===== src/rtl/pipe_pkg.sv =====
// Shared types for the pipeline hazard controller.
// No logic; types and constants only.
// No flow control.
package pipe_pkg;

    localparam int REG_AW = 5;

    // Execute-stage operand source.
    typedef enum logic [1:0] {
        FWD_RF = 2'b00,
        FWD_W  = 2'b01,
        FWD_M  = 2'b10
    } fwd_sel_t;

    // Divider sequencing state.
    typedef enum logic {
        RUN      = 1'b0,
        DIV_WAIT = 1'b1
    } hz_state_t;

endpackage


===== src/rtl/hazard_perf_cnt.sv =====
// Event counter for pipeline performance statistics, wraps at 2^CNT_W.
// Count visible one cycle after the event.
// No backpressure; counts every cycle i_inc is high.
module hazard_perf_cnt #(
    parameter int CNT_W = 32
) (
    input  logic             clk,
    input  logic             rst,
    input  logic             i_inc,
    output logic [CNT_W-1:0] o_cnt
);

    logic [CNT_W-1:0] r_cnt;

    // Synchronous clear, otherwise count events with natural wrap.
    always_ff @(posedge clk) begin
        if (rst)
            r_cnt <= '0;
        else if (i_inc)
            r_cnt <= r_cnt + {{(CNT_W-1){1'b0}}, 1'b1};
    end

    assign o_cnt = r_cnt;

endmodule


===== src/rtl/hazard_ctrl.sv =====
// Stall/flush/forward controller for the 5-stage pipeline, with divider sequencing.
// Stall, flush and forward outputs are combinational; counters lag one cycle.
// Memory wait freezes every stage; a running divide holds F/D/E until div_done.
module hazard_ctrl #(
    parameter int CNT_W  = 32,
    parameter int REG_AW = pipe_pkg::REG_AW
) (
    input  logic              clk,
    input  logic              rst,
    input  logic [REG_AW-1:0] rs1_d,
    input  logic [REG_AW-1:0] rs2_d,
    input  logic [REG_AW-1:0] rs1_e,
    input  logic [REG_AW-1:0] rs2_e,
    input  logic [REG_AW-1:0] rd_e,
    input  logic              load_e,
    input  logic              div_e,
    input  logic              pc_src_e,
    input  logic [REG_AW-1:0] rd_m,
    input  logic              reg_write_m,
    input  logic              dmem_req_m,
    input  logic              dmem_ready,
    input  logic [REG_AW-1:0] rd_w,
    input  logic              reg_write_w,
    input  logic              div_done,
    output logic              div_start,
    output logic              stall_f,
    output logic              stall_d,
    output logic              stall_e,
    output logic              stall_m,
    output logic              flush_d,
    output logic              flush_e,
    output logic              flush_m,
    output logic              flush_w,
    output logic [1:0]        fwd_a_e,
    output logic [1:0]        fwd_b_e,
    output logic [CNT_W-1:0]  stall_cnt,
    output logic [CNT_W-1:0]  flush_cnt
);

    import pipe_pkg::*;

    hz_state_t r_state;
    hz_state_t w_state_nxt;
    logic      w_dmem_wait;
    logic      w_lw_stall;
    logic      w_div_hold;

    // M result is newer than W, so it wins; x0 is hardwired and never forwarded.
    function automatic fwd_sel_t fwd_pick(
        input logic [REG_AW-1:0] rs,
        input logic [REG_AW-1:0] rdm,
        input logic              wem,
        input logic [REG_AW-1:0] rdw,
        input logic              wew
    );
        if (wem && (rdm != '0) && (rdm == rs))
            return FWD_M;
        else if (wew && (rdw != '0) && (rdw == rs))
            return FWD_W;
        else
            return FWD_RF;
    endfunction

    assign fwd_a_e = fwd_pick(rs1_e, rd_m, reg_write_m, rd_w, reg_write_w);
    assign fwd_b_e = fwd_pick(rs2_e, rd_m, reg_write_m, rd_w, reg_write_w);

    assign w_dmem_wait = dmem_req_m && !dmem_ready;
    assign w_lw_stall  = load_e && (rd_e != '0) && ((rd_e == rs1_d) || (rd_e == rs2_d));
    assign w_div_hold  = ((r_state == RUN) && div_e) || ((r_state == DIV_WAIT) && !div_done);

    // State register; reset abandons any divide in flight.
    always_ff @(posedge clk) begin
        if (rst)
            r_state <= RUN;
        else
            r_state <= w_state_nxt;
    end

    // Next state and prioritised stall/flush decode; memory wait freezes the FSM too.
    always_comb begin
        w_state_nxt = r_state;
        div_start   = 1'b0;
        stall_f     = 1'b0;
        stall_d     = 1'b0;
        stall_e     = 1'b0;
        stall_m     = 1'b0;
        flush_d     = 1'b0;
        flush_e     = 1'b0;
        flush_m     = 1'b0;
        flush_w     = 1'b0;

        if (!rst) begin
            if (!w_dmem_wait) begin
                if ((r_state == RUN) && div_e)
                    w_state_nxt = DIV_WAIT;
                else if ((r_state == DIV_WAIT) && div_done)
                    w_state_nxt = RUN;
            end

            if (w_dmem_wait) begin
                stall_f = 1'b1;
                stall_d = 1'b1;
                stall_e = 1'b1;
                stall_m = 1'b1;
                flush_w = 1'b1;
            end else if (w_div_hold) begin
                stall_f   = 1'b1;
                stall_d   = 1'b1;
                stall_e   = 1'b1;
                flush_m   = 1'b1;
                div_start = (r_state == RUN);
            end else if (pc_src_e) begin
                flush_d = 1'b1;
                flush_e = 1'b1;
            end else if (w_lw_stall) begin
                stall_f = 1'b1;
                stall_d = 1'b1;
                flush_e = 1'b1;
            end
        end
    end

    hazard_perf_cnt #(.CNT_W(CNT_W)) u_stall_cnt (
        .clk   (clk),
        .rst   (rst),
        .i_inc (stall_f),
        .o_cnt (stall_cnt)
    );

    hazard_perf_cnt #(.CNT_W(CNT_W)) u_flush_cnt (
        .clk   (clk),
        .rst   (rst),
        .i_inc (flush_d),
        .o_cnt (flush_cnt)
    );

endmodule


===== config.mk =====
export PLATFORM = sky130hd
export DESIGN_NAME = hazard_ctrl
export DESIGN_NICKNAME = d
export VERILOG_FILES = /design/src/rtl/pipe_pkg.sv /design/src/rtl/hazard_perf_cnt.sv /design/src/rtl/hazard_ctrl.sv
export SDC_FILE = /design/constraint.sdc
export NUM_CORES = 1
export LEC_CHECK = 0
export BUFFER_PORTS_ARGS = -buffer_cell sky130_fd_sc_hd__clkbuf_2
export CORE_ASPECT_RATIO = 0.75
export CORE_UTILIZATION = 50
export CTS_BUF_LIST = sky130_fd_sc_hd__clkbuf_4
export DETAILED_ROUTE_END_ITERATION = 12
export HOLD_SLACK_MARGIN = 0.15
export PLACE_DENSITY = 0.9
export SLEW_MARGIN = 10
export SYNTH_ARGS = -nofsm -noshare
export SYNTH_HDL_FRONTEND = slang
export SYNTH_SLANG_ARGS = --single-unit

===== constraint.sdc =====
create_clock -name clk -period 4.3 [get_ports clk]
set_input_delay 0.43 -clock clk [delete_from_list [all_inputs] [get_ports clk]]
set_output_delay 0.43 -clock clk [all_outputs]
set_load 0.03 [all_outputs]

==> results of run 1 <==
## worst max-delay path by stage
stage	depth (start not counted)	slack (ns)	endpoint
finish	7	1.72	stall_d
floorplan	5	1.24	flush_e
global route	7	1.62	stall_d
CTS	7	1.72	stall_d
detailed placement	7	1.73	stall_d
global placement	7	1.77	stall_f
## cells by family (layout without fill, tap and decap cells)
logic type,after synthesis,in the layout,share of synthesized area
AND/OR/NAND/NOR,193,193,0.299
AO/OA/AOI/OAI,76,76,0.132
flip-flops,65,65,0.369
XOR/XNOR,64,64,0.159
buffers and inverters,24,146,0.0309
adder cells (fa/ha/maj),2,2,0.00710
multiplexers,1,1,0.00284
## worst min-delay path: stages
cell and delay, ns:
sky130_fd_sc_hd__clkbuf_2 0.11, sky130_fd_sc_hd__a21oi_1 0.13, sky130_fd_sc_hd__a211oi_1 0.05
## power breakdown
part / total, uW / switching [uW] / internal, uW
registers: 614 / 7.08 / 607
logic: 144 / 90.1 / 53.4
clock network: 429 / 247 / 181
total: 1190 / 345 / 842
## synthesized netlist by cell type (2+ instances only)
library cell,instances
sky130_fd_sc_hd__nand3b_1,2
sky130_fd_sc_hd__or3_1,19
sky130_fd_sc_hd__or2_2,2
sky130_fd_sc_hd__a21oi_1,33
sky130_fd_sc_hd__or4_1,13
sky130_fd_sc_hd__inv_1,7
sky130_fd_sc_hd__nor4_1,6
sky130_fd_sc_hd__nand4_1,13
sky130_fd_sc_hd__and4_1,8
sky130_fd_sc_hd__o31ai_1,9
sky130_fd_sc_hd__dfxtp_1,65
sky130_fd_sc_hd__and3_1,11
sky130_fd_sc_hd__nor2_1,46
sky130_fd_sc_hd__nor2b_1,2
sky130_fd_sc_hd__buf_2,3
sky130_fd_sc_hd__o21ai_0,23
sky130_fd_sc_hd__nand2_1,29
sky130_fd_sc_hd__and2_1,3
sky130_fd_sc_hd__nor4_2,2
sky130_fd_sc_hd__nor3_1,5
sky130_fd_sc_hd__nand3_1,27
sky130_fd_sc_hd__a32oi_1,2
sky130_fd_sc_hd__xor2_1,40
sky130_fd_sc_hd__xnor2_1,24
sky130_fd_sc_hd__clkbuf_1,10
sky130_fd_sc_hd__buf_4,4
sky130_fd_sc_hd__ha_1,2
## through the flow
stage          hold slack, ns  area, um2
2_1_floorplan           0.534       3520
3_3_place_gp            0.463       4170
3_5_place_dp            0.469       4170
4_1_cts                 0.325       4320
5_1_grt                 0.310       4320
6_report                0.347       4320
## area by class of cell
cell class	count	area [um2]	share of cell area
Tap cell	84	105	0.0244
Inverter	7	26.3	0.00609
Sequential cell	65	1300	0.302
Clock inverter	7	80.1	0.0186
Clock buffer	9	67.6	0.0157
Timing Repair Buffer	123	621	0.144
Multi-Input combinational cell	336	2110	0.490
## per-layer routing
metal	vias to the layer above	global-route usage	share of wire
met1	1644	0.302	0.45
met3	15	0.0817	0.065
met5	-	0	0
li1	1773	-	-
met2	95	0.416	0.47
met4	0	0.0713	0.012
## sequential cells by signal, summed over array words and instances (netlist names)
| signal | count |
|---|---|
| u_flush_cnt.o_cnt | 32 |
| u_stall_cnt.o_cnt | 32 |
| r_state | 1 |
==> implementation parameters, run 1 <==
Parameter                              Value

Status
  Status    complete, no violations

Floorplanning
  Die X    99.0 um
  Number of rows in the core area    26
  Initial Utilization    0.518
  Vertical die dimension    around 75 um
  Standard cell core area    6800 um2
  Die area    7390 um2
  Boundary pin count    122

STA
  Final Max Slew Viols    0
  Clock Skews    0.0178 ns
  RSZ-0062 raised after global routing    no
  Setup violators final    0
  Highest Clock Rate    387 MHz
  Number of endpoints with negative hold slack in the final report    0
  Final period utilization    0.601
  Setup Total Neg Slack    0 ns
  Tightest Pin Transition    0.835 ns
  Crit path time final    2.58 ns
  Worst slew margin relative to its limit    0.443
  Worst-case setup margin in the final layout    1.72 ns

Place
  Inst Count DP    615
  Port Buffer Count    approximately 120
  Worst Setup Slack post-DPL    1.73 ns
  Total half-perimeter wirelength after legalization and detailed placement    about 6600 um
  RePlAce Congestion    between 0.8 and 0.9

Yosys
  Post-synthesis cell type count    42
  Sequential area share after synthesis    0.369
  Syn_area_per_cell    8.29 um2
  Instance count of the mapped netlist    425
  Post-synthesis sequential element count    65
  Number of nets in the synthesized netlist    472
  Post-synth top area cell    sky130_fd_sc_hd__dfxtp_1
  Ys async rst share    0
  Area contributors post-synth    sky130_fd_sc_hd__dfxtp_1, sky130_fd_sc_hd__xor2_1, sky130_fd_sc_hd__xnor2_1
  Yosys warning total    0
  Primary flip-flop cell chosen by synthesis mapping    sky130_fd_sc_hd__dfxtp_1
  Post-synth top area share    0.369
  Post-synth EDFFs    0
  Synth Cell Area    3520 um2

Clock network
  Reg clk slew, reported paths    0.11 ns
  Number of CTS-inserted buffers    9
  TritonCTS clock tree    built
  Number of sinks driven by the clock tree    65
  Maximum number of buffers from clock root to sink    2
  Clock latency reported for the late side of the worst-skew pair    0.43 ns
  Clock tree root driver cell    sky130_fd_sc_hd__clkbuf_4
  Buffers inserted during post-CTS setup optimization    0
  CTS hold repair buffers    0
  Level count of the clock H-tree    3
  Post-CTS resize count    0

Power
  Pwr Total    1190 uW
  Power density over cell area    roughly 270 nW/um2
  Max IR drop VDD    0.143 mV
  Leak Pwr    about 0.0017 uW

Route
  DR vias/cell    5.59
  Vias    roughly 3500
  Post-Route WL    8920 um
  DRC violation count after routing    0
  Number of nets with antenna violations after detailed routing    0
  First-iteration detailed-routing DRC count    between 150 and 200
  Post-DR wirelength/cell    around 14 um
  First-pass iteration count of the detailed router    4

Layout
  Leading cell type in the layout, fill and taps excluded    sky130_fd_sc_hd__clkbuf_2
  Layout cell share with drive strength beyond 1    0.272
  Finished Layout Cells    around 630
  Most frequent cells in the layout    sky130_fd_sc_hd__clkbuf_2, sky130_fd_sc_hd__dfxtp_1, sky130_fd_sc_hd__nor2_1
  Final design utilization    0.635
  Total inserted antenna cells    0
  Signed area change from the synthesized netlist to the final layout    22.4%
  Final-stage net count    589
  Number of fillers in the final layout    601

Setup path
  Number of buffer and inverter instances along the worst setup path    2
  FF-to-FF Start    u_stall_cnt.o_cnt[11]
  Reg-to-Reg End    u_stall_cnt.o_cnt[25]
  Critical path capture point type    output port
  Worst-path fanout max    3
  Crit path largest cell delay    0.58 ns
  Reg-to-reg setup timing slack    2.01 ns
  Crit start category    input port
  Required time reported for the critical path endpoint    3.87 ns
  Critical path arrival    2.15 ns
  Top cell family by delay on the critical path    simple AND/OR/NAND/NOR gates
  Worst-path cell with the longest stage delay    sky130_fd_sc_hd__or4_1
  Cells along the critical path    clkbuf_2 > or4_1 > o21ai_0 > nor2_1 > a21oi_1 > nor2_1 > clkbuf_2
  Kind of critical path    input port to output port
  First element of the critical path    rd_e[1]
  Worst Reg2Reg Path Length in Cells    6

Global routing
  Number of antenna violations at the first check in global routing    0
  First-pass GRT wire length    ~14000 um
  Total congestion overflow    0
  Largest net degree at the start of global routing    72
  Vias in the first global route    3112
  Global routing usage summed across all routing layers    0.245

Hold path
  Path type of the worst min-delay path    input port to flip-flop
  Hold Path Cell Cnt    3
  Start point of the worst hold path    div_e
  End point of the worst hold path    r_state

Flow run
  Maximum capacitance violations    0
No activity file was read; power rests on OpenSTA's default activity.
==> run 2: changes to the inputs <==
- ABC_AREA: unset -> 1
- PLACE_DENSITY: 0.9 -> 0.87
- clock period: 4.3 -> 2.5 ns (I/O delays scaled with it)
==> run 2 against run 1 <==
Total power rose by 81%. Hold slack got worse by 0.18 ns. Sequential power rose by 71%. Combinational power rose by 94%. Via count rose by 33%. Non-clock buffer count rose by 1. Clock power rose by 89%. Final area rose by 21%. Count of clock-buffer cells in the layout rose by 1. Wire length rose by 25%. First-iteration DRC count rose by 68%.
==> implementation parameters, run 2 <==
Parameter                              Value

Status
  Status    complete, no violations (unchanged)

Clock network
  TritonCTS clock tree    built (unchanged)
  Maximum number of buffers from clock root to sink    2 (unchanged)
  Clock latency reported for the late side of the worst-skew pair    0.41 ns (was 0.43 ns)
  Reg clk slew, reported paths    0.11 ns (about the same)
  Post-CTS resize count    0 (unchanged)
  CTS hold repair buffers    0 (unchanged)
  Number of sinks driven by the clock tree    65 (unchanged)
  Buffers inserted during post-CTS setup optimization    0 (unchanged)
  Level count of the clock H-tree    3 (unchanged)
  Clock tree root driver cell    sky130_fd_sc_hd__clkbuf_4 (unchanged)
  Number of CTS-inserted buffers    9 (unchanged)

STA
  Setup violators final    0 (unchanged)
  Highest Clock Rate    478 MHz
  Final period utilization    0.837
  Number of endpoints with negative hold slack in the final report    0 (unchanged)
  Crit path time final    roughly 2.1 ns
  Setup Total Neg Slack    0 ns (unchanged)
  Clock Skews    0.0140 ns (was 0.0178 ns)
  Worst slew margin relative to its limit    0.709 (was 0.443)
  Tightest Pin Transition    0.432 ns (was 0.835 ns)
  Final Max Slew Viols    0 (unchanged)
  RSZ-0062 raised after global routing    no (unchanged)

Yosys
  Primary flip-flop cell chosen by synthesis mapping    sky130_fd_sc_hd__dfxtp_1 (unchanged)
  Post-synthesis mux area share    0 (was 0.00284)
  Post-synthesis cell type count    38 (was 42)
  Share of synthesized cell area in full adder, half adder and majority cells    0.00568 (was 0.00710)
  Post-synthesis sequential element count    65 (unchanged)
  Yosys warning total    0 (unchanged)
  Area contributors post-synth    sky130_fd_sc_hd__dfxtp_1, sky130_fd_sc_hd__nand2_1, sky130_fd_sc_hd__nor2_1 (was sky130_fd_sc_hd__dfxtp_1, sky130_fd_sc_hd__xor2_1, sky130_fd_sc_hd__xnor2_1)
  Most numerous cell types in the synthesized netlist    sky130_fd_sc_hd__nand2_1, sky130_fd_sc_hd__nor2_1, sky130_fd_sc_hd__inv_1 (was sky130_fd_sc_hd__dfxtp_1, sky130_fd_sc_hd__nor2_1, sky130_fd_sc_hd__xor2_1)
  Post-synth top area cell    sky130_fd_sc_hd__dfxtp_1 (unchanged)
  Sequential area share after synthesis    0.295 (was 0.369)
  Number of nets in the synthesized netlist    746 (was 472)
  Synth Cell Area    4410 um2 (was 3520 um2)
  Count leader, synth    sky130_fd_sc_hd__nand2_1 (was sky130_fd_sc_hd__dfxtp_1)
  Ys async rst share    0 (unchanged)
  Syn_area_per_cell    6.30 um2 (was 8.29 um2)
  Post-synth EDFFs    0 (unchanged)
  Share of the synthesized netlist area taken by xor and xnor gates    0.0656 (was 0.159)
  Dominant combinational cell family by area after synthesis    simple AND/OR/NAND/NOR gates (unchanged)
  Fraction of the mapped netlist area in compound gates    0.0719 (was 0.132)
  Instance count of the mapped netlist    699 (was 425)
  Post-Synth Simple-Gate Area    0.460 (was 0.299)
  Post-synth top area share    0.295 (was 0.369)

Setup path
  First element of the critical path    r_state (was rd_e[1])
  Kind of critical path    flip-flop to output port (was input port to output port)
  FF-to-FF Start    u_stall_cnt.o_cnt[0] (was u_stall_cnt.o_cnt[11])
  Crit start category    flip-flop (was input port)
  Worst-path fanout max    19 (was 3)
  Critical path arrival    1.84 ns (was 2.15 ns)
  Required time reported for the critical path endpoint    2.25 ns (was 3.87 ns)
  Critical path capture point type    output port (unchanged)

Layout
  Final-stage net count    863 (was 589)
  Signed area change from the synthesized netlist to the final layout    18.2% (was 22.4%)
  Number of fillers in the final layout    860 (was 601)
  Post-route cell area    5210 um2 (was 4320 um2)
  Most frequent cells in the layout    sky130_fd_sc_hd__nand2_1, sky130_fd_sc_hd__clkbuf_2, sky130_fd_sc_hd__nor2_1 (was sky130_fd_sc_hd__clkbuf_2, sky130_fd_sc_hd__dfxtp_1, sky130_fd_sc_hd__nor2_1)
  Total inserted antenna cells    0 (unchanged)
  Layout cell share with drive strength beyond 1    0.234 (was 0.272)
  Leading cell type in the layout, fill and taps excluded    sky130_fd_sc_hd__nand2_1 (was sky130_fd_sc_hd__clkbuf_2)

Route
  First-pass iteration count of the detailed router    5 (was 4)
  DRC violation count after routing    0 (unchanged)
  DR vias/cell    5.07 (was 5.59)
  Number of nets with antenna violations after detailed routing    0 (unchanged)
  First-iteration detailed-routing DRC count    308 (was 183)
  Post-Route WL    11100 um (was 8920 um)
  Vias    4707 (was 3527)
  Post-DR wirelength/cell    12.0 um (was 14.1 um)

Flow run
  Maximum capacitance violations    0 (unchanged)

Global routing
  First-pass GRT wire length    18800 um (was 14300 um)
  Largest net degree at the start of global routing    44 (was 72)
  Global routing usage summed across all routing layers    0.255 (was 0.245)
  Number of antenna violations at the first check in global routing    0 (unchanged)
  Total congestion overflow    0 (unchanged)
  Vias in the first global route    4149 (was 3112)

Power
  Pwr Total    2140 uW (was 1190 uW)
  Max IR drop VDD    0.222 mV (was 0.143 mV)
  P_int    1550 uW (was 842 uW)
  Switching power total    594 uW (was 345 uW)
  Power density over cell area    412 nW/um2 (was 275 nW/um2)
  Power share of the combinational group    0.130 (was 0.121)
  Leak Pwr    0.00234 uW (was 0.00171 uW)
  Share of power burned in registers    0.492 (was 0.518)
  Sw Ratio    0.277 (was 0.290)
  Clock group share of total power    0.378 (was 0.361)

Floorplanning
  Die area    9190 um2 (was 7390 um2)
  Initial Utilization    0.519 (was 0.518)
  Vertical die dimension    83.3 um (was 74.7 um)
  Number of rows in the core area    29 (was 26)
  Standard cell core area    8490 um2 (was 6800 um2)
  Boundary pin count    122 (unchanged)
  Die X    110 um (was 99.0 um)

Place
  RePlAce Congestion    0.905 (was 0.871)
  Total half-perimeter wirelength after legalization and detailed placement    8550 um (was 6630 um)
  DP Area    5050 um2 (was 4170 um2)
  Port Buffer Count    121 (unchanged)

Hold path
  Start point of the worst hold path    div_done (was div_e)
  Path type of the worst min-delay path    input port to flip-flop (unchanged)
[run 2: changes by cell type in the layout (fill, tap and decap cells not counted), moves of 18 or more]
cell,previous run,this run
sky130_fd_sc_hd__nand2_1,29,194
sky130_fd_sc_hd__inv_1,7,79
sky130_fd_sc_hd__nor2_1,46,108
sky130_fd_sc_hd__xor2_1,40,16
sky130_fd_sc_hd__or3_1,19,1
[run 2: power by group through the flow]
stage          clock [uW]  combinational (uW)  sequential, uW
6_report              810                 280            1050
5_1_grt               879                 313            1060
4_1_cts               827                 281            1050
3_5_place_dp            0                 280            1080
3_3_place_gp            0                 274            1080
2_1_floorplan           0                 187            1090
[run 2: final timing paths]
check	to	slack, ns	cells past startpoint
setup reg to reg	u_stall_cnt.o_cnt[22]	0.65	12
hold reg to reg	r_state	0.51	1
setup / recovery	flush_d	0.41	7
hold / removal	r_state	0.17	3
[run 2: cell type report]
class / instances / area [um2] / area share
Multi-Input combinational cell: 529 / 2660 / 0.510
Timing Repair Buffer: 124 / 628 / 0.121
Clock inverter: 6 / 82.6 / 0.0159
Tap cell: 108 / 135 / 0.0259
Sequential cell: 65 / 1300 / 0.250
Inverter: 87 / 328 / 0.0630
Clock buffer: 10 / 75.1 / 0.0144
[run 2: worst max-delay path, cell delays in order, from the launching register on]
cell	delay [ns]
sky130_fd_sc_hd__dfxtp_1	0.35
sky130_fd_sc_hd__inv_1	0.06
sky130_fd_sc_hd__nand2_1	0.09
sky130_fd_sc_hd__o21ai_2	0.09
sky130_fd_sc_hd__nor2_4	0.14
sky130_fd_sc_hd__nand2_4	0.18
sky130_fd_sc_hd__inv_2	0.26
sky130_fd_sc_hd__clkbuf_2	0.26
[run 2: cell families after synthesis]
group,Yosys count
buffers and inverters,105
AO/OA/AOI/OAI,57
flip-flops,65
AND/OR/NAND/NOR,437
XOR/XNOR,33
adder cells (fa/ha/maj),2
[run 2: layer usage]
metal	global-route usage	wire length (um)
met1	0.373	5460
met2	0.369	4720
met3	0.0597	826
met4	0.0694	116
met5	0	0
[run 2: per-stage QoR]
step                      utilization  cells  hold slack (ns)  setup slack (ns)
after floorplan                     -    699            0.436             0.366
after global placement          0.595    913            0.472             0.615
after detailed placement        0.595    913            0.484             0.535
after CTS                       0.613    929            0.151             0.394
after global routing            0.613    929            0.153             0.233
final                           0.613    929            0.172             0.409
